<file path="src/rtl/quad_encoder_counter_if.sv">
// Pin-side and user-side signals of the quadrature encoder decoder.
// The decoder connects through the slave modport; whoever drives the
// encoder pins and consumes the position uses the master modport.
interface quad_encoder_counter_if #(
   parameter int COUNT_W = 8
);
   logic               i_a;
   logic               i_b;
   logic               i_btn;
   logic [1:0]         i_mode;
   logic               i_clr;
   logic [COUNT_W-1:0] o_count;
   logic               o_step;
   logic               o_dir;
   logic               o_btn_press;
   logic               o_err;

   modport master (
      output i_a, i_b, i_btn, i_mode, i_clr,
      input  o_count, o_step, o_dir, o_btn_press, o_err
   );

   modport slave (
      input  i_a, i_b, i_btn, i_mode, i_clr,
      output o_count, o_step, o_dir, o_btn_press, o_err
   );
endinterface

</file>
<file path="src/rtl/quad_encoder_counter.sv">
// Quadrature rotary-encoder decoder with push button.
// Each pin is synchronised, debounced, then registered once more so that
// the decoder always compares two registered quadrature states. Pin-to-output
// latency is DEB_CYCLES+3 clocks.
module quad_encoder_counter #(
   parameter int          COUNT_W    = 8,
   parameter int          DEB_CYCLES = 1000,
   parameter int          SATURATE   = 0,
   parameter int unsigned MAX_COUNT  = (1 << COUNT_W) - 1
) (
   input  logic                    i_clk,
   input  logic                    i_rst_n,
   quad_encoder_counter_if.slave   bus
);
   localparam int                 DEB_W    = $clog2(DEB_CYCLES + 1);
   localparam logic [DEB_W-1:0]   DEB_LAST = DEB_W'(DEB_CYCLES - 1);
   localparam logic [COUNT_W-1:0] MAX_C    = COUNT_W'(MAX_COUNT);

   // Channel index: 0 = B, 1 = A, 2 = button
   logic [2:0]       w_raw;
   logic [2:0]       r_sync1, r_sync2, r_db;
   logic [DEB_W-1:0] r_deb_cnt [3];

   logic [1:0]         r_q, r_q_prev, r_mode;
   logic               r_btn_q, r_btn_prev;
   logic signed [3:0]  r_sub;
   logic [COUNT_W-1:0] r_count;
   logic               r_step, r_dir, r_press, r_err;

   logic [1:0]         w_change;
   logic               w_single, w_illegal, w_up, w_mode_chg, w_event;
   logic signed [3:0]  w_sub_step, w_sub_next, w_sub_d;
   logic [COUNT_W-1:0] w_count_next;

   // Gray position along the increment sequence 11 -> 10 -> 00 -> 01
   function automatic logic [1:0] gray_pos(input logic [1:0] q);
      case (q)
         2'b11:   return 2'd0;
         2'b10:   return 2'd1;
         2'b00:   return 2'd2;
         default: return 2'd3;
      endcase
   endfunction

   assign w_raw = {bus.i_btn, bus.i_a, bus.i_b};

   // Two-flop synchronisers, idle-high reset so no spurious edge after reset
   // NOTE: state is updated with <= so every flop samples pre-edge values;
   // blocking here would collapse the two synchroniser stages into one.
   always_ff @(posedge i_clk or negedge i_rst_n) begin
      if (!i_rst_n) begin
         r_sync1 <= '1;
         r_sync2 <= '1;
      end else begin
         r_sync1 <= w_raw;
         r_sync2 <= r_sync1;
      end
   end

   // Debouncers: toggle after DEB_CYCLES consecutive disagreeing samples
   // NOTE: the counter array is a handful of flops, not a RAM, so it is reset
   // like any other register.
   always_ff @(posedge i_clk or negedge i_rst_n) begin
      if (!i_rst_n) begin
         r_db <= '1;
         for (int i = 0; i < 3; i++) r_deb_cnt[i] <= '0;
      end else begin
         for (int i = 0; i < 3; i++) begin
            if (r_sync2[i] == r_db[i]) begin
               r_deb_cnt[i] <= '0;
            end else if (r_deb_cnt[i] == DEB_LAST) begin
               r_db[i]      <= ~r_db[i];
               r_deb_cnt[i] <= '0;
            end else begin
               r_deb_cnt[i] <= r_deb_cnt[i] + DEB_W'(1);
            end
         end
      end
   end

   // Register debounced levels and keep their previous values for edge detect
   always_ff @(posedge i_clk or negedge i_rst_n) begin
      if (!i_rst_n) begin
         r_q        <= 2'b11;
         r_q_prev   <= 2'b11;
         r_btn_q    <= 1'b1;
         r_btn_prev <= 1'b1;
         r_mode     <= 2'd0;
      end else begin
         r_q        <= r_db[1:0];
         r_q_prev   <= r_q;
         r_btn_q    <= r_db[2];
         r_btn_prev <= r_btn_q;
         r_mode     <= bus.i_mode;
      end
   end

   assign w_change   = r_q ^ r_q_prev;
   assign w_single   = ^w_change;
   assign w_illegal  = &w_change;
   assign w_up       = (gray_pos(r_q) == gray_pos(r_q_prev) + 2'd1);
   assign w_sub_step = w_up ? 4'sd1 : -4'sd1;
   assign w_sub_next = r_sub + w_sub_step;
   assign w_mode_chg = (bus.i_mode != r_mode);

   // Transition decode: count event and next sub-step accumulator
   // NOTE: every variable gets a default first, so no path leaves it unassigned
   // and no latch is inferred.
   always_comb begin
      w_event = 1'b0;
      w_sub_d = r_sub;
      if (w_illegal) begin
         w_sub_d = '0;
      end else if (w_single) begin
         case (r_mode)
            2'd0: begin
               w_sub_d = w_sub_next;
               if (r_q == 2'b11) begin
                  w_sub_d = '0;
                  w_event = (w_sub_next == 4'sd4) || (w_sub_next == -4'sd4);
               end
            end
            2'd1: begin
               w_sub_d = w_sub_next;
               if (r_q == 2'b11 || r_q == 2'b00) begin
                  w_sub_d = '0;
                  w_event = (w_sub_next == 4'sd2) || (w_sub_next == -4'sd2);
               end
            end
            default: begin
               w_sub_d = '0;
               w_event = 1'b1;
            end
         endcase
      end
      if (w_mode_chg) w_sub_d = '0;
   end

   // Next position: wrap or clamp to [0, MAX_COUNT]
   always_comb begin
      w_count_next = r_count;
      if (w_up) begin
         if (SATURATE != 0 && r_count >= MAX_C) w_count_next = MAX_C;
         else                                   w_count_next = r_count + COUNT_W'(1);
      end else begin
         if (SATURATE != 0 && r_count == '0)    w_count_next = '0;
         else                                   w_count_next = r_count - COUNT_W'(1);
      end
   end

   // Position, pulses and sticky error; clear overrides a same-cycle event
   always_ff @(posedge i_clk or negedge i_rst_n) begin
      if (!i_rst_n) begin
         r_count <= '0;
         r_step  <= 1'b0;
         r_dir   <= 1'b0;
         r_press <= 1'b0;
         r_err   <= 1'b0;
         r_sub   <= '0;
      end else begin
         r_step  <= 1'b0;
         r_press <= r_btn_prev & ~r_btn_q;
         if (bus.i_clr) begin
            r_count <= '0;
            r_sub   <= '0;
            r_err   <= 1'b0;
         end else begin
            r_sub <= w_sub_d;
            if (w_illegal) r_err <= 1'b1;
            if (w_event) begin
               r_step  <= 1'b1;
               r_dir   <= w_up;
               r_count <= w_count_next;
            end
         end
      end
   end

   assign bus.o_count     = r_count;
   assign bus.o_step      = r_step;
   assign bus.o_dir       = r_dir;
   assign bus.o_btn_press = r_press;
   assign bus.o_err       = r_err;
endmodule

</file>
<file path="src/flat_wrapper.sv">
// flat-port wrapper written by rule: the top's interface ports become plain ports
module quad_encoder_counter_flat 
#(
   parameter int          COUNT_W    = 8,
   parameter int          DEB_CYCLES = 1000,
   parameter int          SATURATE   = 0,
   parameter int unsigned MAX_COUNT  = (1 << COUNT_W) - 1
)
  (i_clk, i_rst_n, bus_i_a, bus_i_b, bus_i_btn, bus_i_mode, bus_i_clr, bus_o_count, bus_o_step, bus_o_dir, bus_o_btn_press, bus_o_err);
  quad_encoder_counter_if #(.COUNT_W(COUNT_W)) bus_i ();
  input  logic i_clk;
  input  logic i_rst_n;
  input wire logic [$bits(bus_i.i_a)-1:0] bus_i_a;
  input wire logic [$bits(bus_i.i_b)-1:0] bus_i_b;
  input wire logic [$bits(bus_i.i_btn)-1:0] bus_i_btn;
  input wire logic [$bits(bus_i.i_mode)-1:0] bus_i_mode;
  input wire logic [$bits(bus_i.i_clr)-1:0] bus_i_clr;
  output wire logic [$bits(bus_i.o_count)-1:0] bus_o_count;
  output wire logic [$bits(bus_i.o_step)-1:0] bus_o_step;
  output wire logic [$bits(bus_i.o_dir)-1:0] bus_o_dir;
  output wire logic [$bits(bus_i.o_btn_press)-1:0] bus_o_btn_press;
  output wire logic [$bits(bus_i.o_err)-1:0] bus_o_err;
  assign bus_i.i_a = bus_i_a;
  assign bus_i.i_b = bus_i_b;
  assign bus_i.i_btn = bus_i_btn;
  assign bus_i.i_mode = bus_i_mode;
  assign bus_i.i_clr = bus_i_clr;
  assign bus_o_count = bus_i.o_count;
  assign bus_o_step = bus_i.o_step;
  assign bus_o_dir = bus_i.o_dir;
  assign bus_o_btn_press = bus_i.o_btn_press;
  assign bus_o_err = bus_i.o_err;
  quad_encoder_counter #(.COUNT_W(COUNT_W), .DEB_CYCLES(DEB_CYCLES), .SATURATE(SATURATE), .MAX_COUNT(MAX_COUNT)) u_core (.i_clk(i_clk), .i_rst_n(i_rst_n), .bus(bus_i));
endmodule
</file>
<file path="config.mk">
export PLATFORM = sky130hd
export DESIGN_NAME = quad_encoder_counter_flat
export DESIGN_NICKNAME = d
export VERILOG_FILES = /design/src/rtl/quad_encoder_counter_if.sv /design/src/rtl/quad_encoder_counter.sv /design/src/flat_wrapper.sv
export SDC_FILE = /design/constraint.sdc
export NUM_CORES = 1
export LEC_CHECK = 0
export ABC_AREA = 0
export CAP_MARGIN = 5
export CORE_MARGIN = 4
export CORE_UTILIZATION = 38
export CTS_BUF_LIST = sky130_fd_sc_hd__clkbuf_4
export CTS_CLUSTER_DIAMETER = 60
export DETAILED_ROUTE_END_ITERATION = 10
export HOLD_SLACK_MARGIN = 0.03
export PLACE_DENSITY = 0.61
export SLEW_MARGIN = 40
export SYNTH_ARGS = -nofsm -noshare
export SYNTH_HDL_FRONTEND = slang
export SYNTH_SLANG_ARGS = --single-unit
</file>
<file path="constraint.sdc">
create_clock -name i_clk -period 3.75 [get_ports i_clk]
set_input_delay 0.9375 -clock i_clk [delete_from_list [all_inputs] [get_ports i_clk]]
set_output_delay 0.9375 -clock i_clk [all_outputs]
set_load 0.05 [all_outputs]
</file>
==> Word level (Yosys, flattened, before mapping) <==
Cells that the tools add are included.
{ "classes": {"n_eq_ne": 17, "mux": 28, "bitwise": 10, "add_sub_neg": 7, "n_reduce_logical": 15} }
{ "op_table": {"columns": ["cell", "count"], "rows": [
  ["2-to-1 mux 10 bit", 6],
  ["adder 10 x 1 -> 10 bit, second input constant", 3],
  ["== test 10 bit, second input constant", 3],
  ["2-to-1 mux 4 bit", 7],
  ["2-to-1 mux 8 bit", 3],
  ["case mux 2 bit (3 select lines)", 2],
  ["AND reduction 2 bit", 5],
  ["adder 8 x 1 -> 8 bit, second input constant", 1],
  ["== test 2 bit, second input constant", 4],
  ["== test 4 x 3 -> 1 bit, second input constant", 2],
  ["2-to-1 mux 1 bit", 8],
  ["inverter 1 bit", 8],
  ["case mux 4 bit (2 select lines)", 1],
  ["subtractor 8 x 1 -> 8 bit, second input constant", 1],
  ["zero test 2 bit", 3],
  ["adder 4 bit", 1],
  ["== test 4 x 2 -> 1 bit, second input constant", 1],
  ["== test 4 bit, second input constant", 1],
  ["nonzero test 2 bit", 2],
  ["nonzero test 4 bit", 1],
  ["== test 1 bit", 3],
  ["logical OR 1 bit", 3],
  ["adder 2 x 1 -> 2 bit, second input constant", 1],
  ["== test 2 x 1 -> 1 bit, second input constant", 1],
  ["6 further kinds", 6]
]} }
{ "word_totals": {"reg_bits": 63, "output_inout_bits": 12, "word_cells": 96} }

==> Depth between registers and ports, before layout <==
Gate-level depths: netlist of run 1.
{ "depth": {"depth_word": 14, "mapped_depth": 14} }

==> Least setup slack after synthesis of run 1 <==
Ideal clock, no wire load.
{ "synth_path": {"kind": "register to register", "startpoint": "register u_core.r_q[0]", "endpoint": "register u_core.r_count[7], in the netlist u_core.bus.o_count[7]", "setup_ns": 0.090, "path_stages_with_launch": 13, "arrival_ns": 3.266, "synth_period_minus_slack_ns": 3.356, "path_slack_ns": 0.394, "cell_sequence": "dfstp_2 > inv_1 > ha_1 > xor2_1 > nand2_2 > inv_1 > fa_1 > xnor2_2 > a311o_2 > nand3b_4 > or4_1 > mux2_2 > o2111ai_1"} }
{ "synth_between": {"elab_chain_cells": 12, "elab_cells_between_ends": 26, "classes_between": "add/sub (1); eq/ne (7); mux (10); bitwise (1); reduce/logical (7)"} }
{ "synth_rtl": {"columns": ["element", "line", "source"], "rows": [
  ["start, declared", "quad_encoder_counter.sv:24", "logic [1:0] r_q, r_q_prev, r_mode;"],
  ["start signal, assigned", "quad_encoder_counter.sv:90", "r_q <= r_db[1:0];"],
  ["== test 2 bit / zero test 2 bit (equally long branches)", "quad_encoder_counter.sv:37", "case (q)"],
  ["case mux 2 bit (3 select lines) *", "quad_encoder_counter.sv:37", null],
  ["== test 2 bit *", "quad_encoder_counter.sv:101", "assign w_up = (gray_pos(r_q) == gray_pos(r_q_prev) + 2'd1);"],
  ["named net u_core.w_up", "quad_encoder_counter.sv:31", "logic w_single, w_illegal, w_up, w_mode_chg, w_event;"],
  ["2-to-1 mux 4 bit", "quad_encoder_counter.sv:102", "assign w_sub_step = w_up ? 4'sd1 : -4'sd1;"],
  ["adder 4 bit", "quad_encoder_counter.sv:103", "assign w_sub_next = r_sub + w_sub_step;"],
  ["== test 4 x 3 -> 1 bit (tied with other cells)", "quad_encoder_counter.sv:127", "w_event = (w_sub_next == 4'sd2) || (w_sub_next == -4'sd2);"],
  ["logical OR 1 bit (on tied branches)", "quad_encoder_counter.sv:127, quad_encoder_counter.sv:120", null],
  ["2-to-1 mux 1 bit (on tied branches)", "quad_encoder_counter.sv:125, quad_encoder_counter.sv:118", null],
  ["case mux 1 bit (2 select lines)", "quad_encoder_counter.sv:115", "case (r_mode)"],
  ["2-to-1 mux 1 bit", "quad_encoder_counter.sv:114", "end else if (w_single) begin"],
  ["2-to-1 mux 1 bit", "quad_encoder_counter.sv:112", "if (w_illegal) begin"],
  ["nonzero test 2 bit (no line)", null, null],
  ["end signal, assigned", "quad_encoder_counter.sv:173", "r_count <= w_count_next;"],
  ["end, declared", "quad_encoder_counter.sv:27", "logic [COUNT_W-1:0] r_count;"]
]} }
The timed path passes the listed nets; every way through them passes the cells marked *. The select of a mux whose other input is x is not followed.
A chain may end at the register's enable or synchronous reset.

==> Worst setup path after layout of run 1 <==
Ends and elaborated chain as after synthesis.

==> results of run 1 <==
==> Yosys cell counts, types with 2 or more instances <==
| master | number | area (um^2) |
|---|---|---|
| xnor2_1 | 20 | 175 |
| ha_1 | 20 | 250 |
| o21ai_0 | 11 | 55.1 |
| clkbuf_1 | 4 | 15.0 |
| nand3_1 | 16 | 80.1 |
| fa_1 | 2 | 40.0 |
| and3_1 | 7 | 43.8 |
| inv_1 | 17 | 63.8 |
| o2111ai_1 | 7 | 61.3 |
| nand2b_1 | 3 | 18.8 |
| xnor2_2 | 2 | 32.5 |
| a21o_2 | 2 | 17.5 |
| nor2b_1 | 7 | 43.8 |
| nor2_1 | 45 | 169 |
| dfstp_2 | 15 | 394 |
| a32oi_1 | 3 | 26.3 |
| a21o_1 | 2 | 15.0 |
| a31oi_1 | 3 | 18.8 |
| mux2_2 | 4 | 45.0 |
| dfrtp_1 | 48 | 1200 |
| or4_1 | 4 | 30.0 |
| nor4_1 | 2 | 12.5 |
| and2_1 | 3 | 18.8 |
| xor2_1 | 20 | 175 |
| nor3_1 | 6 | 30.0 |
| a21oi_1 | 6 | 30.0 |
| xnor3_2 | 2 | 47.6 |
| nand2_1 | 23 | 86.3 |
| nand4_1 | 9 | 56.3 |
==> stage by stage <==
stage	utilization (%)	total power (uW)	cell area, um^2	instances	setup WS, ps
finish	45.2	1240	3980	478	240
floorplan	-	741	3480	335	394
detailed placement	43.4	774	3820	462	212
global placement	43.4	772	3820	462	306
CTS	45.1	1270	3970	478	182
global route	45.2	1310	3980	478	38.5
==> report_power, final <==
group	internal, uW	switching [uW]
combinational	19.6	35.0
clock	212	273
sequential	694	9.86
==> flip-flops by register name, indices dropped and copies added, names as in the netlist, 2 cells and up <==
name and flops:
u_core.r_sync1 3, u_core.r_deb_cnt 30, u_core.bus.o_count 8, u_core.r_q_prev 2, u_core.r_q 2, u_core.r_mode 2, u_core.r_db 3, u_core.r_sub 4
u_core.r_sync2 3
==> final cells by class <==
| class | instances | area, um^2 | area share, % |
|---|---|---|---|
| Multi-Input combinational cell | 250 | 1820 | 45.6 |
| Tap cell | 108 | 135 | 3.39 |
| Inverter | 17 | 63.8 | 1.60 |
| Timing Repair Buffer | 24 | 223 | 5.59 |
| Sequential cell | 63 | 1600 | 40.1 |
| Clock inverter | 7 | 80.1 | 2.01 |
| Clock buffer | 9 | 67.6 | 1.70 |
==> kinds of logic after synthesis <==
| logic type | after synthesis | share of synthesized area, % |
|---|---|---|
| AND/OR/NAND/NOR | 131 | 18.7 |
| adder cells (fa/ha/maj) | 22 | 8.34 |
| buffers and inverters | 22 | 2.41 |
| flip-flops | 63 | 45.8 |
| XOR/XNOR | 44 | 12.4 |
| AO/OA/AOI/OAI | 47 | 10.3 |
| multiplexers | 6 | 2.01 |
==> how the worst max path moves through the flow <==
| stage | from | end | slack, ps | cells after the start |
|---|---|---|---|---|
| floorplan | u_core.r_q[0] | u_core.bus.o_count[7] | 390 | 12 |
| global placement | u_core.r_q[0] | u_core.bus.o_count[7] | 310 | 12 |
| detailed placement | u_core.r_q[0] | u_core.bus.o_count[7] | 210 | 12 |
| CTS | u_core.r_q[0] | u_core.bus.o_count[7] | 180 | 12 |
| global route | u_core.r_q[1] | u_core.bus.o_count[7] | 40 | 12 |
| finish | u_core.r_q[0] | u_core.bus.o_count[7] | 240 | 12 |
==> timing repair <==
action | CTS | global route
setup buffers | 0 | 0
endpoints found under the setup margin | 0 | 1
hold buffers | 0 | 0
resized for setup | 0 | 2
==> routing by layer <==
layer | GRT usage (%) | vias up
met5 | 0 | -
met3 | 4.54 | 14
met2 | 20.8 | 51
met1 | 16.9 | 1149
met4 | 4.94 | 0
li1 | - | 1237
==> worst register-to-register path, cell delays in order, from the launching register on <==
cell	delay, ps
dfstp_2	600
inv_1	50
ha_1	360
xor2_1	200
nand2_2	140
inv_1	90
fa_1	530
xnor2_4	250
a311o_2	250
nand3b_4	170
or4_1	440
mux2_2	280
o2111ai_1	90
==> flow_metrics.py, run 1 <==
metrics = {
    "worst_setup_path": {
        "crit_family": "adder cells",
        "path_cells": "inv_1, ha_1, xor2_1, nand2_2, inv_1, fa_1, xnor2_4, a311o_2, nand3b_4, or4_1, mux2_2, o2111ai_1",
        "end_kind": "register",
        "path_buf_inv": 2,
        "ff2ff_setup_slack_ps": 240,
        "r2r_cells": 12,
        "cp.required_ps": 4090,
        "regToRegStartpoint": "u_core.r_q[0]",
        "reg2reg_to": "u_core.bus.o_count[7]",
        "path_common_cell": "inv_1",
        "crit_type": "register to register",
        "cpPeakStageDelay_ps": 600,
        "worstSetupStartpointType": "register",
        "slowest_stage": "dfstp_2",
        "arrival_ps": 3850,
        "critical_path_peak_fanout": 14,
    },
    "timing": {
        "drv_slew": 0,
        "clock-skew-final_ps": 18.2,
        "tns_ps": 0,
        "period_share_pct": 93.6,
        "rsz0062_at_grt": "false",
        "finalSetupViolCount": 0,
        "max_freq_mhz": 285,
        "tightest_slew_ps": 589,
        "timing.slew.headroom_pct": 60.7,
        "hold_viol_final": 0,
        "whs_ps": 363,
        "fin_crit_ps": 3510,
    },
    "clock_tree": {
        "cts_inserted_buffers": 9,
        "cts_root_buffer": "clkbuf_4",
        "clock_path_buffers": 2,
        "cts_tree": "built",
        "clock-sinks": 63,
        "cts.clk_slew.worst_paths_ps": 130,
        "cts_max_level": 3,
        "worstSkewPairLatency_ps": 410,
    },
    "global_routing": {
        "grt_overflow": 0,
        "grt_pass1_vias": 2496,
        "antenna_found_initial": 0,
        "grt_pass1_wl_um": 11800,
        "grt_usage_pct": 13.2,
        "grt_max_degree": 40,
    },
    "route": {
        "drt-met1-wl_um": 2970,
        "vias": 2451,
        "route.detailed.drc": 0,
        "wl_met3_um": 309,
        "routed.top_layer": "met4",
        "drt_wl_total_um": 6470,
        "drt-vias-per-instance": 5.13,
        "ant_nets": 0,
        "wl_met2_um": 3040,
        "wl_per_cell_um": 13.5,
        "drt-pass1-iter-count": 4,
        "drt_iter0_markers": 70,
    },
    "final_layout": {
        "syn2layout_area_growth_pct": 14.4,
        "final_layout_size_suffix_gt1_share_pct": 15.1,
        "diodes": 0,
        "final_cell_mix": "48 x dfrtp_1, 44 x nor2_1, 23 x nand2_1",
        "fin_nets": 395,
        "final_common_cell": "dfrtp_1",
        "fillers": 820,
    },
    "die": {
        "ios": 20,
        "die-height_um": 104,
        "core_area_um2": 8810,
        "num_rows": 34,
        "die_w_um": 104,
        "initial_utilization_pct": 39.5,
        "dieArea_um2": 10800,
    },
    "synthesis": {
        "syn_nets": 365,
        "synth_area_um2": 3480,
        "async_reset_ff_share_pct": 100,
        "synthDistinctLibCells": 51,
        "ys_seq_area_share_pct": 45.8,
        "synth_cells": 335,
        "synth-main-ff-cell": "dfrtp_1",
        "synth_warnings": 0,
        "syn_avg_cell_area_um2": 10.4,
        "synth_edf_count": 0,
        "synth-seq-cells": 63,
    },
    "placed_design": {
        "hpwl_um": 4770,
        "gp_congestion": 0.805,
        "portBuffers": 19,
    },
    "min_path": {
        "min_from": "u_core.r_sync1[1]",
        "whs_path_depth": 0,
        "min_path_type": "register to register",
        "min_to": "u_core.r_sync2[1]",
    },
    "job": {
        "cap_violations": 0,
    },
    "power": {
        "peakVddDrop_uv": 195,
        "power_density_nw_per_um2": 312,
        "cellLeakagePower_uw": 0.00176,
    },
    "run_status": {
        "outcome": "complete, no violations",
    },
}
(Power assumes the default switching activity.)
==> run 2, diff against run 1 <==
--- a/config.mk
+++ b/config.mk
@@ -14,6 +14,7 @@
 export DETAILED_ROUTE_END_ITERATION = 10
 export HOLD_SLACK_MARGIN = 0.03
 export PLACE_DENSITY = 0.61
+export SKIP_CTS_REPAIR_TIMING = 1
 export SLEW_MARGIN = 40
 export SYNTH_ARGS = -nofsm -noshare
 export SYNTH_HDL_FRONTEND = slang
==> results of run 2 <==
Same layout as run 1: the final DEF is identical, and so are final timing and power.
==> run 3, diff against run 2 <==
--- a/config.mk
+++ b/config.mk
@@ -13,6 +13,7 @@
 export CTS_CLUSTER_DIAMETER = 60
 export DETAILED_ROUTE_END_ITERATION = 10
 export HOLD_SLACK_MARGIN = 0.03
+export MAX_ROUTING_LAYER = met4
 export PLACE_DENSITY = 0.61
 export SKIP_CTS_REPAIR_TIMING = 1
 export SLEW_MARGIN = 40
==> flow_metrics.py, run 3 (synthesis gave the netlist of run 1 again) <==
metrics = {
    "run_status": {
        "outcome": "complete, no violations",
    },
    "worst_setup_path": {
        "regToRegStartpoint": "u_core.r_q[0]",
        "cp-startpoint": "u_core.r_q[0]",
        "end_kind": "register",
        "arrival_ps": 3850,
        "critical_path_peak_fanout": 14,
        "worstSetupStartpointType": "register",
        "cp.required_ps": 4090,
        "crit_type": "register to register",
    },
    "clock_tree": {
        "cts_max_level": 3,
        "cts_root_buffer": "clkbuf_4",
        "cts_tree": "built",
        "clock-sinks": 63,
        "worstSkewPairLatency_ps": 410,
        "cts_inserted_buffers": 9,
        "cts.clk_slew.worst_paths_ps": 130,
        "clock_path_buffers": 2,
    },
    "final_layout": {
        "diodes": 0,
        "regMostFlops": "u_core.r_deb_cnt",
        "final_layout_size_suffix_gt1_share_pct": 15.1,
        "syn2layout_area_growth_pct": 14.4,
        "largest_reg_flops": 30,
        "fin_nets": 395,
        "final_cell_mix": "48 x dfrtp_1, 44 x nor2_1, 23 x nand2_1",
        "final_common_cell": "dfrtp_1",
        "fillers": 820,
        "fin_area_um2": 3980,
        "final_cells": 478,
    },
    "timing": {
        "hold_viol_final": 0,
        "fin_crit_ps": 3510,
        "drv_slew": 0,
        "timing.slew.headroom_pct": 60.7,
        "max_freq_mhz": 285,
        "rsz0062_at_grt": "false",
        "period_share_pct": 93.6,
        "clock-skew-final_ps": 18.0,
        "finalSetupViolCount": 0,
        "tns_ps": 0,
        "tightest_slew_ps": 589,
    },
    "global_routing": {
        "grt_max_degree": 40,
        "grt_pass1_wl_um": 11700,
        "grt_overflow": 0,
        "grt_pass1_vias": 2499,
        "grt_usage_pct": 13.6,
        "antenna_found_initial": 0,
    },
    "route": {
        "ant_nets": 0,
        "drt-vias-per-instance": 5.12,
        "wl_per_cell_um": 13.5,
        "drt-pass1-iter-count": 4,
        "drt_iter0_markers": 75,
        "drt_wl_total_um": 6460,
        "route.detailed.drc": 0,
        "vias": 2448,
    },
    "min_path": {
        "min_from": "u_core.r_sync1[1]",
        "min_path_type": "register to register",
    },
    "die": {
        "num_rows": 34,
        "die-height_um": 104,
        "dieArea_um2": 10800,
        "ios": 20,
        "die_w_um": 104,
        "initial_utilization_pct": 39.5,
        "core_area_um2": 8810,
    },
    "placed_design": {
        "dpl-instance-area_um2": 3820,
        "hpwl_um": 4770,
        "portBuffers": 19,
        "dp.cells": 462,
        "gp_congestion": 0.817,
    },
    "power": {
        "peakVddDrop_uv": 195,
        "power_density_nw_per_um2": 313,
        "cellLeakagePower_uw": 0.00176,
    },
    "job": {
        "cap_violations": 0,
    },
}
==> run 3: cell counts in the layout (fill, tap and decap cells not counted) <==
Identical to the previous run, type by type.
==> run 3: layer usage <==
layer	up-vias	GRT usage, %	share of wire [%]
met3	11	4.48	3.9
li1	1237	-	-
met1	1146	16.9	46
met2	54	20.8	48
met4	0	4.94	2.0
met5	-	-	0
==> run 3: stage by stage <==
stage / worst slack [ps] / hold WS, ps / power [uW] / util, %
floorplan: 394 / 345 / 741 / -
global placement: 306 / 346 / 772 / 43.4
detailed placement: 212 / 347 / 774 / 43.4
CTS: 182 / 364 / 1270 / 45.1
global route: 38.6 / 370 / 1310 / 45.2
finish: 241 / 362 / 1240 / 45.2
==> run 3: area by class of cell <==
type,count,area [um^2],share of cell area [%]
Clock buffer,9,67.6,1.70
Sequential cell,63,1600,40.1
Tap cell,108,135,3.39
Inverter,17,63.8,1.60
Clock inverter,7,80.1,2.01
Timing Repair Buffer,24,223,5.59
Multi-Input combinational cell,250,1820,45.6
==> run 3: worst paths after layout <==
| check | endpoint | depth (start not counted) | slack, ps |
|---|---|---|---|
| hold reg to reg | u_core.r_sync2[1] | 0 | 360 |
| setup reg to reg | u_core.bus.o_count[7] | 12 | 240 |
| hold / removal | u_core.r_sync2[1] | 0 | 360 |
| setup / recovery | u_core.bus.o_count[7] | 12 | 240 |
| min in group asynchronous | u_core.r_deb_cnt[26] | 1 | 500 |
| max in group asynchronous | u_core.r_sync1[0] | 2 | 2320 |
==> run 3: critical path, cell delays in order, from the launching register on <==
cell,delay [ps]
dfstp_2,600
inv_1,50
ha_1,360
xor2_1,200
nand2_2,140
inv_1,90
fa_1,530
xnor2_4,250
a311o_2,250
nand3b_4,170
or4_1,440
mux2_2,280
o2111ai_1,90
==> run 3: power breakdown <==
part           switching (uW)  internal, uW
Combinational            35.0          19.6
Sequential               9.86           694
Clock                     274           212
